<file path="src/rtl/axi_lite_pkg.sv">
// Shared AXI4-Lite definitions: response codes and the command master FSM state type.
// Latency: n/a (declarations only).
// Backpressure: n/a.
package axi_lite_pkg;

  localparam logic [1:0] RESP_OKAY   = 2'b00;
  localparam logic [1:0] RESP_EXOKAY = 2'b01;
  localparam logic [1:0] RESP_SLVERR = 2'b10;
  localparam logic [1:0] RESP_DECERR = 2'b11;

  typedef enum logic [2:0] {
    IDLE,
    WR_REQ,
    WR_RESP,
    RD_REQ,
    RD_DATA,
    RSP
  } state_t;

endpackage

</file>
<file path="src/rtl/axi_lite_cmd_master.sv">
// AXI4-Lite initiator: one command in, one AXI read/write out, one response back.
// Latency: accept at edge N -> AXI valids from N+1 -> rsp_valid after N+2 with a zero-wait slave.
// Backpressure: cmd_ready only in IDLE; response held stable until rsp_ready; timeout aborts stuck handshakes.
//
// Ports:
//   M_AXI_ACLK / M_AXI_ARESETN       clock, async active-low reset
//   cmd_valid/cmd_ready, cmd_*       command in (write flag, byte address, data, strobes)
//   rsp_valid/rsp_ready, rsp_*       response out (write echo, read data, resp code, timeout flag)
//   M_AXI_AW*/W*/B*/AR*/R*           AXI4-Lite master channels, PROT tied to 0
module axi_lite_cmd_master
  import axi_lite_pkg::*;
#(
  parameter int C_M_AXI_ADDR_WIDTH = 4,
  parameter int C_M_AXI_DATA_WIDTH = 32,
  parameter int TIMEOUT_CYCLES     = 256
) (
  input  logic                            M_AXI_ACLK,
  input  logic                            M_AXI_ARESETN,
  input  logic                            cmd_valid,
  output logic                            cmd_ready,
  input  logic                            cmd_write,
  input  logic [C_M_AXI_ADDR_WIDTH-1:0]   cmd_addr,
  input  logic [C_M_AXI_DATA_WIDTH-1:0]   cmd_wdata,
  input  logic [C_M_AXI_DATA_WIDTH/8-1:0] cmd_wstrb,
  output logic                            rsp_valid,
  input  logic                            rsp_ready,
  output logic                            rsp_write,
  output logic [C_M_AXI_DATA_WIDTH-1:0]   rsp_rdata,
  output logic [1:0]                      rsp_resp,
  output logic                            rsp_timeout,
  output logic [C_M_AXI_ADDR_WIDTH-1:0]   M_AXI_AWADDR,
  output logic [2:0]                      M_AXI_AWPROT,
  output logic                            M_AXI_AWVALID,
  input  logic                            M_AXI_AWREADY,
  output logic [C_M_AXI_DATA_WIDTH-1:0]   M_AXI_WDATA,
  output logic [C_M_AXI_DATA_WIDTH/8-1:0] M_AXI_WSTRB,
  output logic                            M_AXI_WVALID,
  input  logic                            M_AXI_WREADY,
  input  logic [1:0]                      M_AXI_BRESP,
  input  logic                            M_AXI_BVALID,
  output logic                            M_AXI_BREADY,
  output logic [C_M_AXI_ADDR_WIDTH-1:0]   M_AXI_ARADDR,
  output logic [2:0]                      M_AXI_ARPROT,
  output logic                            M_AXI_ARVALID,
  input  logic                            M_AXI_ARREADY,
  input  logic [C_M_AXI_DATA_WIDTH-1:0]   M_AXI_RDATA,
  input  logic [1:0]                      M_AXI_RRESP,
  input  logic                            M_AXI_RVALID,
  output logic                            M_AXI_RREADY
);

  // Keep at least one counter bit so a disabled timeout still elaborates.
  localparam int CNT_W = (TIMEOUT_CYCLES > 0) ? $clog2(TIMEOUT_CYCLES + 1) : 1;

  state_t                            state;
  logic                              cmd_ready_q, rsp_valid_q, write_q, timeout_q;
  logic                              awvalid_q, wvalid_q, bready_q, arvalid_q, rready_q;
  logic                              aw_done, w_done;
  logic [C_M_AXI_ADDR_WIDTH-1:0]     addr_q;
  logic [C_M_AXI_DATA_WIDTH-1:0]     wdata_q, rdata_q;
  logic [C_M_AXI_DATA_WIDTH/8-1:0]   wstrb_q;
  logic [1:0]                        resp_q;
  logic [CNT_W-1:0]                  cnt;

  logic aw_hs, w_hs, b_hs, ar_hs, r_hs, aw_fin, w_fin;
  logic waiting, timeout_hit, abort;

  assign aw_hs  = awvalid_q && M_AXI_AWREADY;
  assign w_hs   = wvalid_q  && M_AXI_WREADY;
  assign b_hs   = bready_q  && M_AXI_BVALID;
  assign ar_hs  = arvalid_q && M_AXI_ARREADY;
  assign r_hs   = rready_q  && M_AXI_RVALID;
  // A channel counts as finished if it completed earlier or completes this cycle.
  assign aw_fin = aw_done || aw_hs;
  assign w_fin  = w_done  || w_hs;

  assign waiting     = (state == WR_REQ) || (state == WR_RESP) ||
                       (state == RD_REQ) || (state == RD_DATA);
  // cnt holds the number of completed waiting cycles; the edge ending cycle
  // TIMEOUT_CYCLES aborts unless the pending handshake lands on that same edge.
  assign timeout_hit = (TIMEOUT_CYCLES != 0) && (cnt == CNT_W'(TIMEOUT_CYCLES - 1));

  always_comb begin
    abort = 1'b0;
    case (state)
      WR_REQ:  abort = timeout_hit && !(aw_fin && w_fin);
      WR_RESP: abort = timeout_hit && !b_hs;
      RD_REQ:  abort = timeout_hit && !ar_hs;
      RD_DATA: abort = timeout_hit && !r_hs;
      default: abort = 1'b0;
    endcase
  end

  always_ff @(posedge M_AXI_ACLK or negedge M_AXI_ARESETN) begin
    if (!M_AXI_ARESETN) begin
      state       <= IDLE;
      cmd_ready_q <= 1'b0;
      rsp_valid_q <= 1'b0;
      write_q     <= 1'b0;
      timeout_q   <= 1'b0;
      awvalid_q   <= 1'b0;
      wvalid_q    <= 1'b0;
      bready_q    <= 1'b0;
      arvalid_q   <= 1'b0;
      rready_q    <= 1'b0;
      aw_done     <= 1'b0;
      w_done      <= 1'b0;
      addr_q      <= '0;
      wdata_q     <= '0;
      wstrb_q     <= '0;
      rdata_q     <= '0;
      resp_q      <= RESP_OKAY;
      cnt         <= '0;
    end else begin
      if (waiting) cnt <= cnt + 1'b1;

      if (abort) begin
        awvalid_q   <= 1'b0;
        wvalid_q    <= 1'b0;
        bready_q    <= 1'b0;
        arvalid_q   <= 1'b0;
        rready_q    <= 1'b0;
        rdata_q     <= '0;
        resp_q      <= RESP_DECERR;
        timeout_q   <= 1'b1;
        rsp_valid_q <= 1'b1;
        state       <= RSP;
      end else begin
        case (state)
          IDLE: begin
            cmd_ready_q <= 1'b1;
            if (cmd_valid && cmd_ready_q) begin
              cmd_ready_q <= 1'b0;
              addr_q      <= cmd_addr;
              wdata_q     <= cmd_wdata;
              wstrb_q     <= cmd_wstrb;
              write_q     <= cmd_write;
              cnt         <= '0;
              aw_done     <= 1'b0;
              w_done      <= 1'b0;
              if (cmd_write) begin
                awvalid_q <= 1'b1;
                wvalid_q  <= 1'b1;
                state     <= WR_REQ;
              end else begin
                arvalid_q <= 1'b1;
                state     <= RD_REQ;
              end
            end
          end
          WR_REQ: begin
            if (aw_hs) awvalid_q <= 1'b0;
            if (w_hs)  wvalid_q  <= 1'b0;
            aw_done <= aw_fin;
            w_done  <= w_fin;
            if (aw_fin && w_fin) begin
              bready_q <= 1'b1;
              state    <= WR_RESP;
            end
          end
          WR_RESP: begin
            if (b_hs) begin
              bready_q    <= 1'b0;
              resp_q      <= M_AXI_BRESP;
              rdata_q     <= '0;
              timeout_q   <= 1'b0;
              rsp_valid_q <= 1'b1;
              state       <= RSP;
            end
          end
          RD_REQ: begin
            if (ar_hs) begin
              arvalid_q <= 1'b0;
              rready_q  <= 1'b1;
              state     <= RD_DATA;
            end
          end
          RD_DATA: begin
            if (r_hs) begin
              rready_q    <= 1'b0;
              rdata_q     <= M_AXI_RDATA;
              resp_q      <= M_AXI_RRESP;
              timeout_q   <= 1'b0;
              rsp_valid_q <= 1'b1;
              state       <= RSP;
            end
          end
          RSP: begin
            if (rsp_ready) begin
              rsp_valid_q <= 1'b0;
              cmd_ready_q <= 1'b1;
              state       <= IDLE;
            end
          end
          default: state <= IDLE;
        endcase
      end
    end
  end

  assign cmd_ready     = cmd_ready_q;
  assign rsp_valid     = rsp_valid_q;
  assign rsp_write     = write_q;
  assign rsp_rdata     = rdata_q;
  assign rsp_resp      = resp_q;
  assign rsp_timeout   = timeout_q;
  assign M_AXI_AWADDR  = addr_q;
  assign M_AXI_AWPROT  = 3'b000;
  assign M_AXI_AWVALID = awvalid_q;
  assign M_AXI_WDATA   = wdata_q;
  assign M_AXI_WSTRB   = wstrb_q;
  assign M_AXI_WVALID  = wvalid_q;
  assign M_AXI_BREADY  = bready_q;
  assign M_AXI_ARADDR  = addr_q;
  assign M_AXI_ARPROT  = 3'b000;
  assign M_AXI_ARVALID = arvalid_q;
  assign M_AXI_RREADY  = rready_q;

endmodule

</file>
<file path="config.mk">
export PLATFORM = sky130hd
export DESIGN_NAME = axi_lite_cmd_master
export DESIGN_NICKNAME = d
export VERILOG_FILES = /design/src/rtl/axi_lite_pkg.sv /design/src/rtl/axi_lite_cmd_master.sv
export SDC_FILE = /design/constraint.sdc
export NUM_CORES = 1
export LEC_CHECK = 0
export ABC_CLOCK_PERIOD_IN_PS = 3050
export BUFFER_PORTS_ARGS = -buffer_cell sky130_fd_sc_hd__clkbuf_2
export CAP_MARGIN = 40
export CELL_PAD_IN_SITES_DETAIL_PLACEMENT = 0
export CELL_PAD_IN_SITES_GLOBAL_PLACEMENT = 1
export CORE_UTILIZATION = 35
export CTS_CLUSTER_DIAMETER = 40
export DETAILED_ROUTE_END_ITERATION = 10
export PLACE_DENSITY = 0.82
export SLEW_MARGIN = 20
export SYNTH_ARGS = -nofsm -noshare
export SYNTH_HDL_FRONTEND = slang
export SYNTH_SLANG_ARGS = --single-unit
</file>
<file path="constraint.sdc">
create_clock -name M_AXI_ACLK -period 3.05 [get_ports M_AXI_ACLK]
set_input_delay 0.4575 -clock M_AXI_ACLK [delete_from_list [all_inputs] [get_ports M_AXI_ACLK]]
set_output_delay 0.4575 -clock M_AXI_ACLK [all_outputs]
set_load 0.02 [all_outputs]
</file>
After elaboration in Yosys (flattened, before gate mapping) --
Cells that the tools add are included.
Storage, ports and cells: register bits after elaboration 97, output and inout port bits 93
Cells by class: $add $sub $neg 1, eq/ne operators 18, muxes and demuxes 56, bitwise logic cells 1, reductions and logical operators 40
Operator list (count):
- $mux 32 | 3
- $pmux 32 s2 | 1
- $mux 9 | 4
- $ne 3x3->1 const B | 9
- $mux 1 | 24
- $mux 3 | 7
- $pmux 1 s2 | 9
- $pmux 3 s6 | 1
- $reduce_and 3->1 | 6
- $reduce_and 4->1 | 4
- $reduce_bool 3->1 | 5
- $logic_and 1x1->1 | 11
- $add 9x1->9 const B | 1
- $eq 9x8->1 const B | 1
- $mux 2 | 4
- $eq 3x2->1 const B | 2
- $eq 3x3->1 const B | 2
- $reduce_and 6->1 | 1
- $logic_or 1x1->1 | 5
- $logic_not 1->1 | 4
- $ne 2x2->1 const B | 2
- $pmux 1 s4 | 1
- $pmux 2 s2 | 1
- $reduce_bool 2->1 | 2
- 6 further kinds | 6

Logic depth before layout (Yosys ltp) --
Gate-level depths: netlist of run 1.
word-level depth 8, depth in mapped cells 10

Least setup slack after synthesis of run 1 --
No wires, ideal clock.
path kind register -> register, start register cnt[0], end register rdata_q[10] (netlist: rsp_rdata[10]), arrival time 2.180 ns, path slack 0.745 ns, stages on the path, launching flop included 10, path buffers 1, cell sequence dfrtp_1 -> ha_1 -> nand3_1 -> nor2_1 -> ha_1 -> o41ai_2 -> a31o_2 -> a211oi_4 -> buf_6 -> mux2_2
On the way: longest elaborated chain between the ends 5, elaborated cells on any way between the ends 11, classes of those cells 3 x eq/ne; 2 x mux; 6 x reduce/logical
Ends and longest elaborated chain:
- from (decl) | RTL line axi_lite_cmd_master.sv:63 | logic [CNT_W-1:0] cnt;
- from (signal assigned) | RTL line axi_lite_cmd_master.sv:115 | if (waiting) cnt <= cnt + 1'b1;
- $eq 9x8->1 (*) | RTL line axi_lite_cmd_master.sv:81 | assign timeout_hit = (TIMEOUT_CYCLES != 0) && (cnt == CNT_W'(TIMEOUT_CYCLES - 1));
- $logic_and 1x1->1 (on tied branches)
- $pmux 1 s4 (*) | RTL line axi_lite_cmd_master.sv:85 | case (state)
- $ne 3x3->1 (no source line) or $reduce_bool 3->1 (tied branches)
- $reduce_and 3->1 (no source line)
- to (signal assigned) | RTL line axi_lite_cmd_master.sv:111 | rdata_q <= '0;
- to (signal assigned) | RTL line axi_lite_cmd_master.sv:123 | rdata_q <= '0;
- to (signal assigned) | RTL line axi_lite_cmd_master.sv:165 | rdata_q <= '0;
- to (decl) | RTL line axi_lite_cmd_master.sv:60 | logic [C_M_AXI_DATA_WIDTH-1:0] wdata_q, rdata_q;
Every way passes the cells marked *; elsewhere a longest branch is shown, timed or not. A chain may end at the register's enable or synchronous reset.

Final worst setup path of run 1 --
start register state[1], end register rdata_q[7] (netlist: rsp_rdata[7])
On the way: longest elaborated chain between the ends 4, elaborated cells on any way between the ends 11, classes of those cells 6 x eq/ne; 3 x mux; 2 x reduce/logical
Ends and longest elaborated chain:
- from (decl) | RTL line axi_lite_cmd_master.sv:55 | state_t state;
- from (signal assigned) | RTL line axi_lite_cmd_master.sv:96 | state <= IDLE;
- from (signal assigned) | RTL line axi_lite_cmd_master.sv:127 | state <= RSP;
- from (signal assigned) | RTL line axi_lite_cmd_master.sv:144 | state <= WR_REQ;
- $eq 3x3->1 (tied with other cells) | RTL line axi_lite_cmd_master.sv:85, axi_lite_cmd_master.sv:129
- $pmux 1 s4 | RTL line axi_lite_cmd_master.sv:85
- $ne 3x3->1 (no source line) or $reduce_bool 3->1 (tied branches)
- $reduce_and 3->1 (no source line)
Several ways; a longest one is shown, not always the timed one.

==> qor.csv, run 1 <==
metric,value,unit
Initial Util,36.2,%
CTS tree,done,
CTS Buf Count,9,
critical setup path kind,reg2reg,
crit-path max cell delay,0.68,ns
Die Wd,114,um
synth cell count leaders,"nand2_1 (140), dfrtp_1 (97), and3_1 (34)",
critical path depth in cells,6,
CP max-delay cell,dfrtp_1,
global-route wire length before repair,17300,um
WP buf/inv,1,
GRT Overall Usage,17.0,%
Post-Synthesis Cells,435,
Initial DRT Pass Iterations,4,
port buffer count,172,
Synth area leader,dfrtp_1,
total grt overflow,0,
top-count cell post-synth,nand2_1,
Row Count,40,
Final ANT Viol Nets,0,
"Avg Cell Area, Syn",10.1,um2
sequential area share after synthesis,55.1,%
CTS Root Cell,clkbuf_16,
CTS hold repair buffers,0,
number of flops mapped to enable cells by yosys,0,
number of diodes,0,
Critical Path End Type,flop,
# IOs,179,
RSZ-0062 raised after global routing,no,
Seq cells post-synth,97,
sw power,547,uW
Total Wirelength,10600,um
P per Cell Area,448,nW/um2
vias post-DR,3641,
WL/cell,13.7,um
Final Max Tran Viols,0,
Yosys cell types,46,
Worst Skew,0.00952,ns
post-synthesis cell area,4400,um2
# DRC,0,
CP max FO,35,
final setup margin,0.569,ns
Clock Pin Slew Worst Setup and Hold Paths,0.07,ns
Die Y,114,um
Flop pwr share,50.2,%
area taken by flip-flops and latches,2430,um2
switch share,21.4,%
Multi-input gate area,1790,um2
pre-CTS setup slack,0.590,ns
post-synthesis to final-layout area growth,30.0,%
HPWL Detailed,7400,um
CORE AREA,12200,um2
Peak Freq,403,MHz
Max Cap Viol,0,
async set or reset register ratio after synthesis,100,%
critical-path cell list,"nor2b_1, o41ai_2, a31o_2, a211oi_4, buf_12, mux2_2",
Area contributors post-synth,"dfrtp_1 (55%), nand2_1 (12%), mux2_2 (7.2%), and3_1 (4.8%), mux2_1 (2.0%)",
setup TNS,0,ns
LEAKAGE,3.28,nW
vias per inst,4.71,
CP Launch Type,flop,
Final Cycle Share,81.3,%
largest net degree at the start of global routing,66,
Max Buffers Root-to-Sink,2,
Fin. Hold Viols,0,
postcts setup bufs,0,
slew margin rel.,63.8,%
fill cell count,1175,
kind of cell adding the most delay to the critical path,compound AO/OA/AOI/OAI gates,
internal power,2.02,mW
Sink Count,97,
Tightest Hold Check Type,in2async,
VDD IR-drop max,268,uV
clock power share,46.2,%
H-tree levels,3,
antenna violations before repair,0,
Die ar.,13000,um2
data required time of the critical path,3.27,ns
"Warnings, synthesis",0,
Nets,688,
drt initial violations,182,
global placement routability congestion,0.796,
worst reg2reg path depth,6,
Critical Path AT,2.71,ns
Worst Max-Slew Pin Slew,0.543,ns
Logic pwr share,3.7,%
vias in the first global route,3552,
status,"finished, final reports clean",
share of layout cells above drive strength 1,38.8,%
Final Critical Period,2.48,ns
Final setup viols,0,
PostCTS Resize Cnt,0,
clk_lat worst skew,0.35,ns
Synth Flop Type,dfrtp_1,
Yosys top cell area share,55.1,%
-- final timing paths --
path                                      from              end  slack [ns]
worst max-delay path                  state[1]     rsp_rdata[7]        0.57
worst min-delay path             M_AXI_ARESETN    rsp_rdata[28]        0.02
worst max register to register        state[1]     rsp_rdata[7]        0.57
worst min register to register  M_AXI_WDATA[9]   M_AXI_WDATA[9]        0.48
max in group asynchronous        M_AXI_ARESETN  M_AXI_WDATA[29]        2.19
min in group M_AXI_ACLK          cmd_wdata[10]  M_AXI_WDATA[10]        0.30
-- placed cells by master, fill, tap and decap left out, drive strengths merged, types with 4 or more instances in the layout --
cell / count
buf: 11
nand4: 4
nand2: 140
conb: 6
inv: 7
xor2: 5
clkbuf: 182
o21ai: 6
nor2: 18
dfrtp: 97
and3: 34
a211oi: 5
mux2: 36
a21oi: 10
-- kinds of logic (layout without fill, tap and decap cells) --
group | Yosys count | after routing | synth area share, %
and+or+nand+nor | 212 | 212 | 21.6
DFF | 97 | 97 | 55.1
AOI/OAI and AO/OA | 40 | 40 | 6.82
buffers and inverters | 38 | 203 | 4.80
muxes | 37 | 37 | 9.43
xor gates and xnor gates | 8 | 8 | 1.59
adders and majority gates | 2 | 2 | 0.568
other | 1 | 6 | 0.0852
-- flip-flops by register name, summed over array words and instances, names as in the netlist, 2 cells and up --
| signal | flops |
|---|---|
| M_AXI_ARADDR | 4 |
| cnt | 9 |
| M_AXI_WDATA | 32 |
| rsp_rdata | 32 |
| rsp_resp | 2 |
| M_AXI_WSTRB | 4 |
| state | 3 |
-- power groups by stage --
stage | clock network [mW] | logic, mW | registers [mW]
global placement | 0 | 0.0918 | 1.31
global route | 1.28 | 0.107 | 1.28
finish | 1.18 | 0.0942 | 1.29
CTS | 1.22 | 0.0938 | 1.29
detailed placement | 0 | 0.0930 | 1.31
floorplan | 0 | 0.0150 | 1.31
-- layout make-up --
| class | instances | share of cell area [%] |
|---|---|---|
| timing repair buffer | 182 | 16.8 |
| tap | 168 | 3.67 |
| multi-input combinational | 305 | 31.3 |
| inverter | 5 | 0.328 |
| clock inverter | 5 | 1.05 |
| sequential | 97 | 42.4 |
| clock buffer | 11 | 4.42 |
-- per-layer routing --
metal  part of all wire (%)  GRT usage (%)
met3                    7.6           4.71
met2                     45           28.4
met1                     45           20.6
met4                    1.4           7.01
met5                      0              0
-- through the flow --
step                      area, um2  cells  util [%]  total power, mW  hold slack, ns
after floorplan                4420    440         -             1.33           0.162
after global placement         5390    756      44.3             1.40           0.457
after detailed placement       5390    756      44.3             1.40           0.463
after CTS                      5700    772      46.9             2.60           0.241
after global routing           5720    773      47.1             2.67          0.0369
final                          5720    773      47.1             2.56          0.0179
No activity file was read; power rests on OpenSTA's default activity.
==> run 2, diff against run 1 <==
Settings changed: ABC_AREA set to 1, ABC_CLOCK_PERIOD_IN_PS 3050 to 2100, CORE_UTILIZATION 35 to 31, PLACE_DENSITY 0.82 to 0.8.
Clock period 3.05 ns to 2.1 ns, I/O delays scaled along.
==> qor.csv, run 2 <==
metric,value,unit,change
largest net degree at the start of global routing,71,,+7.6%
CTS tree,done,,
Final Cycle Share,97.3,%,+16 points
fill cell count,1324,,+13%
most frequent cells in the layout,"nand2_1 (240), clkbuf_2 (171), dfrtp_1 (97)",,
slew margin rel.,66.6,%,+2.9 points
vias in the first global route,3653,,+2.8%
antenna violations before repair,0,,unchanged
clk_lat worst skew,0.34,ns,about the same
"Avg Cell Area, Syn",8.44,um2,-17%
CTS Buf Count,9,,unchanged
Critical Path AT,2.27,ns,-0.44 ns
sequential area share after synthesis,56.2,%,+1.0 points
Worst Max-Slew Pin Slew,0.496,ns,-0.0476 ns
CTS Root Cell,clkbuf_16,,
post-synthesis xor/xnor area fraction,0.608,%,-0.98 points
Worst Hold Depth,3,,
global placement routability congestion,0.821,,+3.0%
Reg2Reg Setup Slack,0.06,ns,-0.51 ns
Seq cells post-synth,97,,unchanged
share of layout cells above drive strength 1,31.9,%,-6.9 points
Nets,772,,+12%
r2r endpoint,rsp_rdata[26],,
post-synthesis cell area,4320,um2,-1.8%
synth cell count leaders,"nand2_1 (241), dfrtp_1 (97), o21ai_1 (34)",,
vias per inst,4.53,,-3.8%
# IOs,179,,unchanged
RSZ-0062 raised after global routing,yes,,
Synth Area in Compound Gates,7.61,%,+0.79 points
Yosys top cell area share,56.2,%,+1.0 points
Die Wd,120,um,+5.2%
Tightest Hold Check Type,in2reg,,
LEAKAGE,3.17,nW,-3.6%
port buffer count,172,,unchanged
most common library cell in the layout ignoring fill and taps,nand2_1,,
# DRC,0,,unchanged
P per Cell Area,1640,nW/um2,+270%
CP max FO,17,,-51%
vias post-DR,3920,,+7.7%
GRT Overall Usage,15.4,%,-1.6 points
"Warnings, synthesis",0,,unchanged
number of flops mapped to enable cells by yosys,0,,unchanged
"Core Util, Final",42.9,%,-4.1 points
Die ar.,14400,um2,+11%
Clock Pin Slew Worst Setup and Hold Paths,0.07,ns,about the same
Synth area leader,dfrtp_1,,
number of diodes,0,,unchanged
Final ANT Viol Nets,0,,unchanged
Post-Synthesis Cells,512,,+18%
adder-cell area share of the yosys netlist,0.579,%,+0.011 points
drt initial violations,182,,unchanged
Final setup viols,0,,unchanged
final setup margin,0.0559,ns,-0.513 ns
H-tree levels,3,,unchanged
Initial Util,32.3,%,-3.9 points
total grt overflow,0,,unchanged
Row Count,42,,+5.0%
Die Y,120,um,+5.2%
top-count cell post-synth,nand2_1,,
CORE AREA,13400,um2,+10%
HPWL Detailed,7950,um,+7.3%
worst reg2reg path depth,12,,+6
Critical Path End Type,flop,,
Peak Freq,489,MHz,+21%
global-route wire length before repair,17700,um,+2.1%
setup TNS,0,ns,unchanged
Yosys cell types,32,,-30%
status,"finished, final reports clean",,
Initial DRT Pass Iterations,4,,unchanged
data required time of the critical path,2.32,ns,-0.95 ns
RR Startpoint,cnt[0],,
CP Launch Type,flop,,
Synth Area in Simple Gates,27.7,%,+6.1 points
Max Buffers Root-to-Sink,2,,unchanged
VDD IR-drop max,874,uV,+230%
Sink Count,97,,unchanged
Final Critical Period,2.04,ns,-0.437 ns
Final Max Tran Viols,0,,unchanged
Area contributors post-synth,"dfrtp_1 (56%), nand2_1 (21%), o21ai_1 (3.9%), buf_4 (2.3%), inv_1 (2.1%)",,
hold endpoint,M_AXI_WDATA[22],,
largest family of logic cells by synthesized area,simple AND/OR/NAND/NOR gates,,
Worst Skew,0.00656,ns,-0.00296 ns
Max Cap Viol,0,,unchanged
post-synthesis mux area share,0,%,-9.4 points
async set or reset register ratio after synthesis,100,%,unchanged
Synth Flop Type,dfrtp_1,,
WL/cell,13.1,um,-4.7%
post-synthesis to final-layout area growth,33.1,%,
Total Wirelength,11300,um,+6.6%
critical setup path kind,reg2reg,,
HP Start,cmd_wdata[22],,
pre-CTS setup slack,0.0243,ns,-0.566 ns
Fin. Hold Viols,0,,unchanged
==> run 2: power breakdown <==
part / total [mW] / internal (mW) / switching [mW]
Clock: 1.63 / 0.954 / 0.675
Sequential: 3.23 / 2.71 / 0.528
Combinational: 4.55 / 1.56 / 2.99
Total: 9.42 / 5.22 / 4.19
==> run 2: metrics by stage <==
stage,hold WS (ns),cells,cell area (um2),total power [mW]
final,0.174,865,5750,9.42
after global routing,0.165,865,5750,10.1
after CTS,0.155,860,5640,9.23
after detailed placement,0.279,843,5340,7.54
after global placement,0.273,843,5340,7.44
after floorplan,0.0194,517,4340,6.20
==> run 2: cell families after synthesis <==
kind of cell / after synthesis
compound gates: 62
xor+xnor: 3
fa+ha+maj: 2
buf+inv: 57
flops: 97
other cells: 1
simple gates: 290
==> run 2: timing repair <==
item                       4_1_cts  5_1_grt
hold endpoints to repair        29        0
buffers inserted                 0        2
hold buffers                     1        0
setup endpoints to repair        0       41
gates resized for setup          0        8
==> run 2: how the worst max path moves through the flow <==
stage / from / to / slack (ns) / cells after the start
2_1_floorplan: cnt[0] / rsp_rdata[10] / 0.26 / 12
6_report: cnt[0] / rsp_rdata[26] / 0.06 / 12
5_1_grt: cnt[0] / rsp_rdata[26] / -0.13 / 12
3_5_place_dp: cnt[0] / rsp_rdata[29] / 0.02 / 12
3_3_place_gp: cnt[0] / state[0] / 0.06 / 12
4_1_cts: cnt[0] / rsp_rdata[24] / 0.01 / 12
==> run 2: metal layers <==
metal | track usage, % | vias to the layer above | part of all wire, %
li1 | - | 1933 | -
met1 | 19.7 | 1804 | 45
met2 | 24.2 | 171 | 45
met3 | 5.75 | 12 | 9.2
met4 | 4.45 | 0 | 1.2
met5 | 0 | - | 0
==> run 2: cell type report <==
class / count / area, um2 / area share (%)
sequential: 97 / 2430 / 42.2
timing repair buffer: 189 / 1090 / 18.9
inverter: 24 / 90.1 / 1.57
tap: 176 / 220 / 3.83
clock buffer: 13 / 250 / 4.35
multi-input combinational: 363 / 1630 / 28.4
clock inverter: 3 / 40.0 / 0.696
==> run 2: critical path, stage by stage (launching register included) <==
cell and delay, ns:
dfrtp_1 0.38, ha_2 0.18, nand2_1 0.08, nor4_2 0.16, ha_1 0.19, inv_1 0.06
nor2_4 0.14, nand3_4 0.14, nand2_2 0.11, nand3_4 0.14, clkbuf_16 0.22, nand2_1 0.07
o21ai_1 0.07
